==> src/rtl/spi_pkg.sv <==
// Shared definitions for the SPI register-file peripheral: FSM encoding,
// frame layout helpers and reset defaults.
package spi_pkg;

  typedef enum logic [1:0] {
    ST_IDLE = 2'd0,
    ST_ADDR = 2'd1,
    ST_DATA = 2'd2,
    ST_DONE = 2'd3
  } state_e;

  // R/nW is the first bit on the wire, i.e. the MSB of the header
  localparam int   RNW_POS = 0;
  localparam logic RST_VAL = 1'b0;

  function automatic int frame_w(input int addr_w, input int data_w);
    return 1 + addr_w + data_w;
  endfunction

endpackage

==> src/rtl/sync_edge.sv <==
// Multi-flop synchroniser for an asynchronous pin, with registered-history
// rise/fall detection on the synchronised level.
module sync_edge #(
  parameter int   STAGES  = 2,
  parameter logic RST_VAL = 1'b0
) (
  input  logic clk,
  input  logic rst,
  input  logic async_i,
  output logic level_o,
  output logic rise_o,
  output logic fall_o
);

  logic [STAGES-1:0] sync_q, sync_d;
  logic              prev_q, prev_d;

  always_comb begin
    sync_d = {sync_q[STAGES-2:0], async_i};
    prev_d = sync_q[STAGES-1];
  end

  always_ff @(posedge clk or posedge rst) begin
    if (rst) begin
      sync_q <= {STAGES{RST_VAL}};
      prev_q <= RST_VAL;
    end else begin
      sync_q <= sync_d;
      prev_q <= prev_d;
    end
  end

  assign level_o = sync_q[STAGES-1];
  assign rise_o  = level_o & ~prev_q;
  assign fall_o  = ~level_o & prev_q;

endmodule

==> src/rtl/spi_regfile_rw.sv <==
// SPI mode-0 peripheral with a read/write control-register file. Writes
// commit on nCS rise; reads stream reg[addr] out on CIPO during the data phase.
module spi_regfile_rw
  import spi_pkg::*;
#(
  parameter int NUM_REGS    = 5,
  parameter int ADDR_W      = 7,
  parameter int DATA_W      = 8,
  parameter int SYNC_STAGES = 2
) (
  input  logic                         clk,
  input  logic                         rst,
  input  logic                         SCLK,
  input  logic                         nCS,
  input  logic                         COPI,
  output logic                         CIPO,
  output logic                         cipo_oe,
  output logic [NUM_REGS*DATA_W-1:0]   regs_out,
  output logic                         wr_strobe,
  output logic [ADDR_W-1:0]            wr_addr,
  output logic                         frame_err
);

  localparam int FRAME_W = frame_w(ADDR_W, DATA_W);
  localparam int HDR_W   = 1 + ADDR_W;
  localparam int RX_W    = (ADDR_W > DATA_W) ? ADDR_W : DATA_W;
  localparam int CNT_W   = $clog2(FRAME_W + 2);
  localparam logic [CNT_W-1:0] CNT_MAX   = CNT_W'(FRAME_W + 1);
  localparam logic [CNT_W-1:0] HDR_LAST  = CNT_W'(HDR_W - 1);
  localparam logic [CNT_W-1:0] DATA_LAST = CNT_W'(FRAME_W - 1);

  logic sclk_lvl_unused, sclk_rise, sclk_fall;
  logic cs_lvl, cs_rise, cs_fall;
  logic copi_lvl, copi_rise_unused, copi_fall_unused;

  // Idle levels at reset so a frame cut by reset never looks complete
  sync_edge #(.STAGES(SYNC_STAGES), .RST_VAL(1'b0)) u_sync_sclk (
    .clk(clk), .rst(rst), .async_i(SCLK),
    .level_o(sclk_lvl_unused), .rise_o(sclk_rise), .fall_o(sclk_fall));
  sync_edge #(.STAGES(SYNC_STAGES), .RST_VAL(1'b1)) u_sync_cs (
    .clk(clk), .rst(rst), .async_i(nCS),
    .level_o(cs_lvl), .rise_o(cs_rise), .fall_o(cs_fall));
  sync_edge #(.STAGES(SYNC_STAGES), .RST_VAL(1'b0)) u_sync_copi (
    .clk(clk), .rst(rst), .async_i(COPI),
    .level_o(copi_lvl), .rise_o(copi_rise_unused), .fall_o(copi_fall_unused));

  state_e state_q, state_d;

  logic [CNT_W-1:0]                    cnt_q, cnt_d;
  logic [RX_W-1:0]                     rx_q, rx_d;
  logic [DATA_W-1:0]                   tx_q, tx_d;
  logic                                cmd_q, cmd_d;
  logic [ADDR_W-1:0]                   addr_q, addr_d;
  logic                                ovf_q, ovf_d;
  logic                                cipo_q, cipo_d;
  logic [NUM_REGS-1:0][DATA_W-1:0]     regs_q, regs_d;
  logic                                wr_strobe_q, wr_strobe_d;
  logic [ADDR_W-1:0]                   wr_addr_q, wr_addr_d;
  logic                                frame_err_q, frame_err_d;

  logic [HDR_W-1:0]  hdr;
  logic [DATA_W-1:0] rd_data;

  always_ff @(posedge clk or posedge rst) begin
    if (rst) state_q <= ST_IDLE;
    else     state_q <= state_d;
  end

  always_comb begin
    state_d = state_q;
    if (cs_rise) begin
      state_d = ST_IDLE;
    end else begin
      case (state_q)
        ST_IDLE: if (cs_fall) state_d = ST_ADDR;
        ST_ADDR: if (sclk_rise && cnt_q == HDR_LAST) state_d = ST_DATA;
        ST_DATA: if (sclk_rise && cnt_q == DATA_LAST) state_d = ST_DONE;
        default: state_d = state_q;
      endcase
    end
  end

  // Header as it stands including the bit arriving on this rise
  assign hdr = {rx_q[ADDR_W-1:0], copi_lvl};

  always_comb begin
    rd_data = '0;
    for (int i = 0; i < NUM_REGS; i++)
      if (hdr[ADDR_W-1:0] == ADDR_W'(i)) rd_data = regs_q[i];
  end

  always_comb begin
    cnt_d       = cnt_q;
    rx_d        = rx_q;
    tx_d        = tx_q;
    cmd_d       = cmd_q;
    addr_d      = addr_q;
    ovf_d       = ovf_q;
    cipo_d      = cipo_q;
    regs_d      = regs_q;
    wr_strobe_d = 1'b0;
    wr_addr_d   = wr_addr_q;
    frame_err_d = 1'b0;
    if (cs_rise) begin
      cipo_d = 1'b0;
      if (state_q != ST_DONE || ovf_q) begin
        frame_err_d = 1'b1;
      end else if (cmd_q) begin
        // Out-of-range addresses match no register and are dropped
        for (int j = 0; j < NUM_REGS; j++) begin
          if (addr_q == ADDR_W'(j)) begin
            regs_d[j]   = rx_q[DATA_W-1:0];
            wr_strobe_d = 1'b1;
            wr_addr_d   = addr_q;
          end
        end
      end
    end else if (cs_fall && state_q == ST_IDLE) begin
      cnt_d = '0;
      rx_d  = '0;
      tx_d  = '0;
      ovf_d = 1'b0;
    end else if (state_q != ST_IDLE) begin
      if (sclk_rise) begin
        if (cnt_q != CNT_MAX) cnt_d = cnt_q + 1'b1;
        if (state_q == ST_DONE) ovf_d = 1'b1;
        else                    rx_d  = {rx_q[RX_W-2:0], copi_lvl};
        if (state_q == ST_ADDR && cnt_q == HDR_LAST) begin
          cmd_d  = hdr[HDR_W-1-RNW_POS];
          addr_d = hdr[ADDR_W-1:0];
          tx_d   = rd_data;
        end
      end else if (sclk_fall && state_q == ST_DATA) begin
        cipo_d = tx_q[DATA_W-1];
        tx_d   = {tx_q[DATA_W-2:0], 1'b0};
      end
      if (state_q != ST_DATA) cipo_d = 1'b0;
    end
  end

  always_ff @(posedge clk or posedge rst) begin
    if (rst) begin
      cnt_q       <= '0;
      rx_q        <= '0;
      tx_q        <= '0;
      cmd_q       <= RST_VAL;
      addr_q      <= '0;
      ovf_q       <= 1'b0;
      cipo_q      <= RST_VAL;
      regs_q      <= '0;
      wr_strobe_q <= 1'b0;
      wr_addr_q   <= '0;
      frame_err_q <= 1'b0;
    end else begin
      cnt_q       <= cnt_d;
      rx_q        <= rx_d;
      tx_q        <= tx_d;
      cmd_q       <= cmd_d;
      addr_q      <= addr_d;
      ovf_q       <= ovf_d;
      cipo_q      <= cipo_d;
      regs_q      <= regs_d;
      wr_strobe_q <= wr_strobe_d;
      wr_addr_q   <= wr_addr_d;
      frame_err_q <= frame_err_d;
    end
  end

  assign CIPO      = cipo_q;
  assign cipo_oe   = ~cs_lvl;
  assign regs_out  = regs_q;
  assign wr_strobe = wr_strobe_q;
  assign wr_addr   = wr_addr_q;
  assign frame_err = frame_err_q;

endmodule

==> config.mk <==
export PLATFORM = sky130hd
export DESIGN_NAME = spi_regfile_rw
export DESIGN_NICKNAME = d
export VERILOG_FILES = /design/src/rtl/spi_pkg.sv /design/src/rtl/sync_edge.sv /design/src/rtl/spi_regfile_rw.sv
export SDC_FILE = /design/constraint.sdc
export NUM_CORES = 1
export LEC_CHECK = 0
export CORE_AREA = 2 2 100 102
export DETAILED_ROUTE_END_ITERATION = 8
export DIE_AREA = 0 0 102 104
export GPL_ROUTABILITY_DRIVEN = 0
export HOLD_SLACK_MARGIN = 0.05
export PLACE_DENSITY = 0.67
export SLEW_MARGIN = 20
export SYNTH_ARGS = -nofsm -noshare
export SYNTH_HDL_FRONTEND = slang
export SYNTH_SLANG_ARGS = --single-unit
==> constraint.sdc <==
create_clock -name clk -period 3.3 [get_ports clk]
set_clock_uncertainty 0.05 [all_clocks]
set_input_delay 0.495 -clock clk [delete_from_list [all_inputs] [get_ports clk]]
set_output_delay 0.495 -clock clk [all_outputs]
set_load 0.03 [all_outputs]
==> results.json <==
{
  "power_density_nw_per_um2": 570,
  "clkSlewWorstSetupHoldPaths_ns": 0.09,
  "hpwl_um": 6340,
  "arrival_ns": 2.66,
  "synth-adder-area-share": 0.0297,
  "reg2reg_from": "state_q[0]",
  "synth_cell_type_count": 54,
  "fmax_mhz": 407,
  "gr-usage-all-layers": 0.185,
  "period_share": 0.745,
  "drtIter0Drc": 167,
  "max_cap_viol_count": 0,
  "die_area_sq_um": 10600,
  "antenna_left": 0,
  "yosysWarnings": 0,
  "finalSetupViolCount": 0,
  "port_buffers": 55,
  "reg2reg_depth": 6,
  "layout.cells.non_filler": 543,
  "grt_max_degree": 85,
  "final_cell_area_sq_um": 5140,
  "postCtsSetupBuffers": 0,
  "drc": 0,
  "max_slew_margin": 0.477,
  "area_growth_pct": 21.9,
  "synth_mux_area_frac": 0.168,
  "antenna_cells": 0,
  "syn-instance-count": 346,
  "hp-class": "input port to async pin",
  "cp_max_fo": 8,
  "final_common_cell": "dfrtp_1",
  "wirelength_um": 9460,
  "synthXorXnorAreaFrac": 0,
  "ctsResizeCount": 0,
  "grt_pass1_vias": 2863,
  "numCtsBuffers": 9,
  "cp.required_ns": 3.50,
  "antenna_found_initial": 0,
  "synth_seq_cells": 90,
  "crit_path_start_kind": "flip-flop",
  "ir_worst_vdd_mv": 0.285,
  "placed_area_sq_um": 4940,
  "synthFlopType": "dfrtp_1",
  "die_h_um": 104,
  "synth_top_family_by_area": "multiplexers",
  "p_leak_nw": 2.34,
  "rrSetupSlack_ns": 0.84,
  "core_area_sq_um": 9550,
  "cts_sinks": 90,
  "cts_max_path_buffers": 2,
  "grt_overflow_total": 0,
  "hold_buffers": 0,
  "ys_seq_area_frac": 0.535,
  "syn-num-nets": 361,
  "synth_area_per_cell_sq_um": 12.2,
  "start_util": 0.442,
  "worstSkewPairLatency_ns": 0.35,
  "wl_per_cell_um": 17.4,
  "crit_type": "flip-flop to flip-flop",
  "syn_area_sq_um": 4220,
  "holdWs_ns": 0.281,
  "htreeDepth": 3,
  "placedCellCount": 528,
  "clockRootBuffer": "clkbuf_8",
  "grt_pass1_wl_um": 15200,
  "finalMaxSlewViolations": 0,
  "tightest_slew_ns": 0.778,
  "dieWidth_um": 102,
  "final_cell_mix": "87 x dfrtp_1, 55 x clkdlybuf4s50_1, 43 x mux2_2",
  "synth-compound-area-share": 0.110,
  "min_period_ns": 2.46,
  "power.total_mw": 2.93,
  "drtPass1Iterations": 4,
  "final_net_count": 421,
  "rows": 36,
  "r2r_end": "cnt_q[0]",
  "status": "finished clean",
  "viasPerCell": 5.37,
  "hold_viol": 0,
  "cts_tree": "done",
  "async_flop_share": 1.00,
  "synth_edf_count": 0,
  "vias": 2918,
  "synth-simple-area-share": 0.125,
  "grt_setup_unrepaired": "no",
  "endpoint_kind": "flip-flop",
  "io_pins": 56,
  "layout-drive-gt1-share": 0.241,
  "setup_tns_ns": 0
}
## flip-flops by register name (all words and copies together) (netlist names), 2 cells and up
| name | flops |
|---|---|
| u_sync_sclk.sync_q | 2 |
| state_q | 2 |
| u_sync_copi.sync_q | 2 |
| tx_q | 8 |
| u_sync_cs.sync_q | 2 |
| rx_q | 8 |
| cnt_q | 5 |
| regs_out | 40 |
| addr_q | 7 |
| wr_addr | 7 |
## worst max path at each step
stage	from	end	cells past startpoint
2_1_floorplan	rst	CIPO	1
5_1_grt	state_q[0]	cnt_q[0]	6
6_report	state_q[0]	cnt_q[0]	6
3_3_place_gp	state_q[0]	cnt_q[0]	6
4_1_cts	state_q[0]	cnt_q[0]	6
3_5_place_dp	state_q[0]	cnt_q[0]	6
## routing by layer
layer,GRT usage,vias to the layer above,wire (um)
met5,0,-,0
met4,0.0486,0,94
met3,0.0477,6,418
met2,0.274,73,4480
met1,0.270,1465,4470
li1,-,1374,-
## synthesized netlist by cell type (all sizes together) (8+ instances only)
cell | count | area share
dfrtp | 87 | 0.52
mux2 | 51 | 0.14
nand2 | 17 | 0.015
o21ai | 15 | 0.018
inv | 14 | 0.012
nor2 | 13 | 0.012
nor2b | 11 | 0.016
a21oi | 10 | 0.012
ha | 10 | 0.030
clkbuf | 9 | 0.0089
mux2i | 8 | 0.019
nand3b | 8 | 0.014
## power breakdown
| group | total [mW] | leakage, nW | switching [mW] | internal (mW) |
|---|---|---|---|---|
| registers | 1.45 | 1.21 | 0.218 | 1.23 |
| clock network | 0.765 | 0.0950 | 0.394 | 0.371 |
| logic | 0.712 | 1.03 | 0.384 | 0.328 |
## final cells by class
| cell class | instances | area, sq um |
|---|---|---|
| fillers | 852 | 4410 |
| flip-flops and latches | 90 | 2260 |
| multi-input cells | 226 | 1820 |
| repair buffers | 65 | 638 |
| well taps | 133 | 166 |
| clock buffers | 10 | 138 |
| clock inverters | 5 | 62.6 |
| inverters | 14 | 53.8 |
## critical path, cell delays in order (launching register included)
cell and delay (ns):
dfrtp_1 0.43, inv_1 0.11, ha_1 0.30, or3b_2 0.53, a21oi_1 0.36, o21ai_0 0.25, mux2_2 0.31
## cell families after synthesis
| kind of cell | count (synthesis) |
|---|---|
| fa+ha+maj | 10 |
| simple gates | 88 |
| compound gates | 68 |
| flops | 90 |
| mux | 60 |
| buf+inv | 30 |
## stage by stage
step | util | setup slack [ns]
after detailed placement | 0.517 | 0.886
after CTS | 0.538 | 0.878
after global placement | 0.517 | 0.987
after floorplan | - | 0.425
final | 0.538 | 0.841
after global routing | 0.538 | 0.761
Power figures use the tool's default switching activity.
==> patch 1: new RTL, same flow settings <==
Reset style: synchronous (`rst`), changed in 3 clocked blocks. Comments in the files are not updated.
--- a/src/rtl/sync_edge.sv
+++ b/src/rtl/sync_edge.sv
@@ -21,5 +21,5 @@
   end
 
-  always_ff @(posedge clk or posedge rst) begin
+  always_ff @(posedge clk) begin
     if (rst) begin
       sync_q <= {STAGES{RST_VAL}};
--- a/src/rtl/spi_regfile_rw.sv
+++ b/src/rtl/spi_regfile_rw.sv
@@ -62,5 +62,5 @@
   logic [DATA_W-1:0] rd_data;
 
-  always_ff @(posedge clk or posedge rst) begin
+  always_ff @(posedge clk) begin
     if (rst) state_q <= ST_IDLE;
     else     state_q <= state_d;
@@ -139,5 +139,5 @@
   end
 
-  always_ff @(posedge clk or posedge rst) begin
+  always_ff @(posedge clk) begin
     if (rst) begin
       cnt_q       <= '0;
Function: differs if rst is asserted again (counterexample within 4 cycles, from zero or initial values and one cycle with rst high); with rst held inactive, the same outputs for 10 cycles.
==> patch 1 against the original RTL <==
Area after synthesis is 5.8% lower. First-iteration DRC count down 19%. Design area shrank 7.7%. Via count up 9.4%. Sequential cell count stayed put. Routed wire length rose by 3.0%. Worst setup slack better by 47 ps. Critical path type unchanged.
Power is not compared: it rests on default switching activity, and its combinational part moved more than twofold at a synthesized area within 25%.
==> patch 1: results (changes against the original RTL) <==
| Metric | Value |
|---|---|
| Met2 wire len | `4630 µm (+3.3%)` |
| Gr usage total | `0.189 (+0.00371)` |
| Sequential share of the synthesized area | `0.454 (-0.0813)` |
| First-pass GRT wire length | `15800 µm (+4.3%)` |
| Layout cells sized above 1 | `0.0797 (-0.162)` |
| Worst Path Max Fanout | `8 (unchanged)` |
| Synth top cells by count | `90 x dfxtp_1, 58 x nand2_1, 47 x nor2_1` |
| Met2 Use GR | `0.297 (+0.0230)` |
| Status | `complete, no violations` |
| Worst r2r src | `state_q[0]` |
| Final nets | `488 (+16%)` |
| DRT met1 WL | `4570 µm (+2.4%)` |
| DPL Wire Length | `6770 µm (+6.8%)` |
| GRT met1 Usage | `0.247 (-0.0234)` |
| Syn Nets | `451 (+25%)` |
| Worst-Margin Slew | `1060 ps (+281 ps)` |
| Detailed Route Iter0 Violations | `135 (-19%)` |
| DP Area | `4540 µm² (-8.1%)` |
| Final WL | `9740 µm (+3.0%)` |
| Top FF cell, synth | `dfxtp_1` |
| Cell variety after synth | `53 (-1.9%)` |
| Hold crit path type | `register to register` |
| Seq. pwr | `1.12 mW` |
| Critical Path AT | `2580 ps (-80 ps)` |
| Syn Inst Count | `437 (+26%)` |
| Synth async-reset ratio | `0 (-1.00)` |
| Crit Reg-Reg Endpoint | `regs_out[17]` |
| GR Util met3 | `0.0343 (-0.0134)` |
| CP Capture Point | `regs_out[17]` |
| Worst Setup Slack, final | `888 ps (+46.8 ps)` |
| Vias per inst | `5.23 (-2.7%)` |
| Synth area leaders | `dfxtp_1 45%, mux2i_1 11%, nand2_1 5.5%, nor2_1 4.4%, a21oi_1 3.4%` |
| Largest net degree at the start of global routing | `41 (-52%)` |
| Cell family with most CP delay | `simple AND/OR/NAND/NOR gates` |
| Slowest CP cell | `nand3b_1` |
| CP peak stage delay | `450 ps (-80 ps)` |
| Post-Route Utilization | `0.497 (-0.0413)` |
## patch 1: cell count changes after synthesis, moves of 7 or more
cell     delta
dfxtp_1    +90
dfrtp_1    -87
mux2_2     -43
nand2_1    +41
mux2i_1    +35
nor2_1     +34
a21oi_1    +17
a21oi_2     +8
mux2_4      -8
a31o_2      -7
buf_2       +7
nand3_1     +7
## patch 1: stage by stage
stage	total power, mW	hold slack, ps
floorplan	1.29	339
global placement	1.32	346
detailed placement	1.33	351
CTS	2.14	371
global route	2.21	382
finish	2.11	366
## patch 1: final cells by class
cell class	count	area (µm²)
clock buffer	11	141
clock inverter	3	65.1
fill	944	4800
inverter	9	33.8
multi-input combinational	306	1970
sequential	90	1800
tap	133	166
timing repair buffer	58	568
## patch 1: cell families after synthesis
family / share of synthesized area
AOI/OAI and AO/OA: 0.136
muxes: 0.114
xor gates and xnor gates: 0.00441
buffers and inverters: 0.0507
adders and majority gates: 0.0284
and+or+nand+nor: 0.212
DFF: 0.454
==> patch 2: new RTL, same flow settings <==
Made on the original files. The parameter `RST_VAL` goes from 1'b1 to 1'b0.
--- a/src/rtl/spi_regfile_rw.sv
+++ b/src/rtl/spi_regfile_rw.sv
@@ -38,5 +38,5 @@
     .clk(clk), .rst(rst), .async_i(SCLK),
     .level_o(sclk_lvl_unused), .rise_o(sclk_rise), .fall_o(sclk_fall));
-  sync_edge #(.STAGES(SYNC_STAGES), .RST_VAL(1'b1)) u_sync_cs (
+  sync_edge #(.STAGES(SYNC_STAGES), .RST_VAL(1'b0)) u_sync_cs (
     .clk(clk), .rst(rst), .async_i(nCS),
     .level_o(cs_lvl), .rise_o(cs_rise), .fall_o(cs_fall));
Formal check against the unedited RTL: not equivalent (Yosys sat finds a counterexample within 4 cycles, from zero or initial values and one cycle with rst high).
==> patch 2 against the original RTL <==
Worst setup slack got worse by 59 ps. Design area is essentially flat. Routed wire length fell by 0.94%. Critical path depth is 1 higher. Power decreased by 0.22%. Sequential cell count stayed put. Area after synthesis barely moved. Non-clock buffer count up 1.
==> patch 2: results (changes against the original RTL) <==
| Metric | Value |
|---|---|
| First-pass GRT wire length | `15700 µm (+3.4%)` |
| CP Capture Point | `addr_q[0]` |
| Worst reg-to-reg path cell count | `7 (+1)` |
| Synth top cells by count | `90 x dfrtp_1, 43 x mux2_2, 17 x nand2_1` |
| Max Fclk | `0.397 GHz (-2.3%)` |
| Critical Path AT | `2710 ps (+50 ps)` |
| Max reg flops | `40 (unchanged)` |
| Largest net degree at the start of global routing | `32 (-62%)` |
| Layout cells sized above 1 | `0.235 (-0.00603)` |
| Clock-pin slew on the worst setup and hold paths | `90 ps (about the same)` |
| Peak VDD IR | `0.224 mV (-21%)` |
| Synth Area in Compound Gates | `0.110 (about the same)` |
| CTS resizes | `0 (unchanged)` |
| Sequential share of the synthesized area | `0.535 (about the same)` |
| Adder-cell share of the synthesized area | `0.0297 (about the same)` |
| WL per Instance | `17.2 µm (-1.3%)` |
| Worst Path Max Fanout | `15 (+7)` |
| XOR/XNOR share of the synthesized area | `0 (unchanged)` |
| Final nets | `422 (+0.24%)` |
| Detailed Route Iter0 Violations | `134 (-20%)` |
| Cell variety after synth | `53 (-1.9%)` |
| Synth warn | `0 (unchanged)` |
| Post-synthesis mux area share | `0.168 (about the same)` |
| Post-CTS Setup Inserts | `0 (unchanged)` |
| Vias | `2913 (-0.17%)` |
| Vias in the first global route | `3009 (+5.1%)` |
| Diode count | `0 (unchanged)` |
| Fill count | `846 (-0.70%)` |
| Status | `complete, no violations` |
| DPL Wire Length | `6560 µm (+3.5%)` |
| # port buffers | `55 (unchanged)` |
| Syn Nets | `361 (unchanged)` |
| Longest Clk Path Bufs | `2 (unchanged)` |
| Pre-antenna DRT Iters | `6 (+2)` |
| Worst r2r src | `state_q[0]` |
| Synth area leaders | `dfrtp_1 53%, mux2_2 11%, ha_1 3.0%, mux2_4 2.9%, mux2i_1 1.9%` |
| Worst-Margin Slew | `738 ps (-39.8 ps)` |
| Reg2reg setup slack | `780 ps (-60 ps)` |
| Hold crit path type | `register to register` |
| Gr usage total | `0.188 (+0.00324)` |
| LEAKAGE | `2.36 nW (+0.62%)` |
patch 2: changes by cell type after synthesis:
cell | unedited run | this run
dfrtp_1 | 87 | 90
dfstp_2 | 3 | 0
patch 2: worst max-delay path: stages, from the launching register on:
cell and delay, ps:
dfrtp_1 440, inv_1 140, ha_1 440, nand2_1 90, buf_4 210, o211a_4 180, or4_4 530, mux2_4 330
patch 2: power by group:
| group | total (mW) | internal, mW | switching, mW | leakage, nW |
|---|---|---|---|---|
| Clock | 0.769 | 0.360 | 0.409 | 0.101 |
| Sequential | 1.44 | 1.23 | 0.208 | 1.22 |
| Combinational | 0.713 | 0.322 | 0.391 | 1.04 |
| Total | 2.92 | 1.91 | 1.01 | 2.36 |
patch 2: how the worst min path moves through the flow:
stage / start / to / slack, ps / depth (start not counted)
CTS: u_sync_copi.sync_q[0] / u_sync_copi.sync_q[1] / 310 / 0
finish: u_sync_copi.sync_q[0] / u_sync_copi.sync_q[1] / 300 / 0
global route: u_sync_copi.sync_q[0] / u_sync_copi.sync_q[1] / 310 / 0
global placement: u_sync_copi.sync_q[0] / u_sync_copi.sync_q[1] / 280 / 0
floorplan: u_sync_copi.sync_q[0] / u_sync_copi.sync_q[1] / 280 / 0
detailed placement: u_sync_sclk.sync_q[0] / u_sync_sclk.sync_q[1] / 290 / 0
patch 2: kinds of logic (layout without fill, tap and decap cells):
logic type,Yosys count,count (layout)
DFF,90,90
adders and majority gates,10,10
buffers and inverters,30,96
muxes,60,60
AOI/OAI and AO/OA,68,68
and+or+nand+nor,88,88
patch 2: layout make-up:
cell class | instances | area [µm²] | area share
Timing Repair Buffer | 66 | 646 | 0.126
Clock inverter | 6 | 73.8 | 0.0144
Inverter | 14 | 53.8 | 0.0105
Sequential cell | 90 | 2250 | 0.438
Tap cell | 133 | 166 | 0.0324
Multi-Input combinational cell | 226 | 1820 | 0.355
Clock buffer | 10 | 128 | 0.0248
patch 2: metrics by stage:
stage / worst slack [ps] / std cells / instance area [µm²] / total power [mW]
5_1_grt: 593 / 545 / 5140 / 3.09
3_5_place_dp: 820 / 529 / 4940 / 2.16
4_1_cts: 791 / 545 / 5140 / 2.93
2_1_floorplan: 420 / 346 / 4210 / 1.95
3_3_place_gp: 871 / 529 / 4940 / 2.13
6_report: 783 / 545 / 5140 / 2.92
patch 2: metal layers:
layer / GRT usage / routed length, µm / vias up
met3: 0.0403 / 444 / 13
met1: 0.265 / 4260 / 1450
met4: 0.0733 / 169 / 0
met2: 0.284 / 4500 / 77
met5: 0 / 0 / -
li1: - / - / 1373
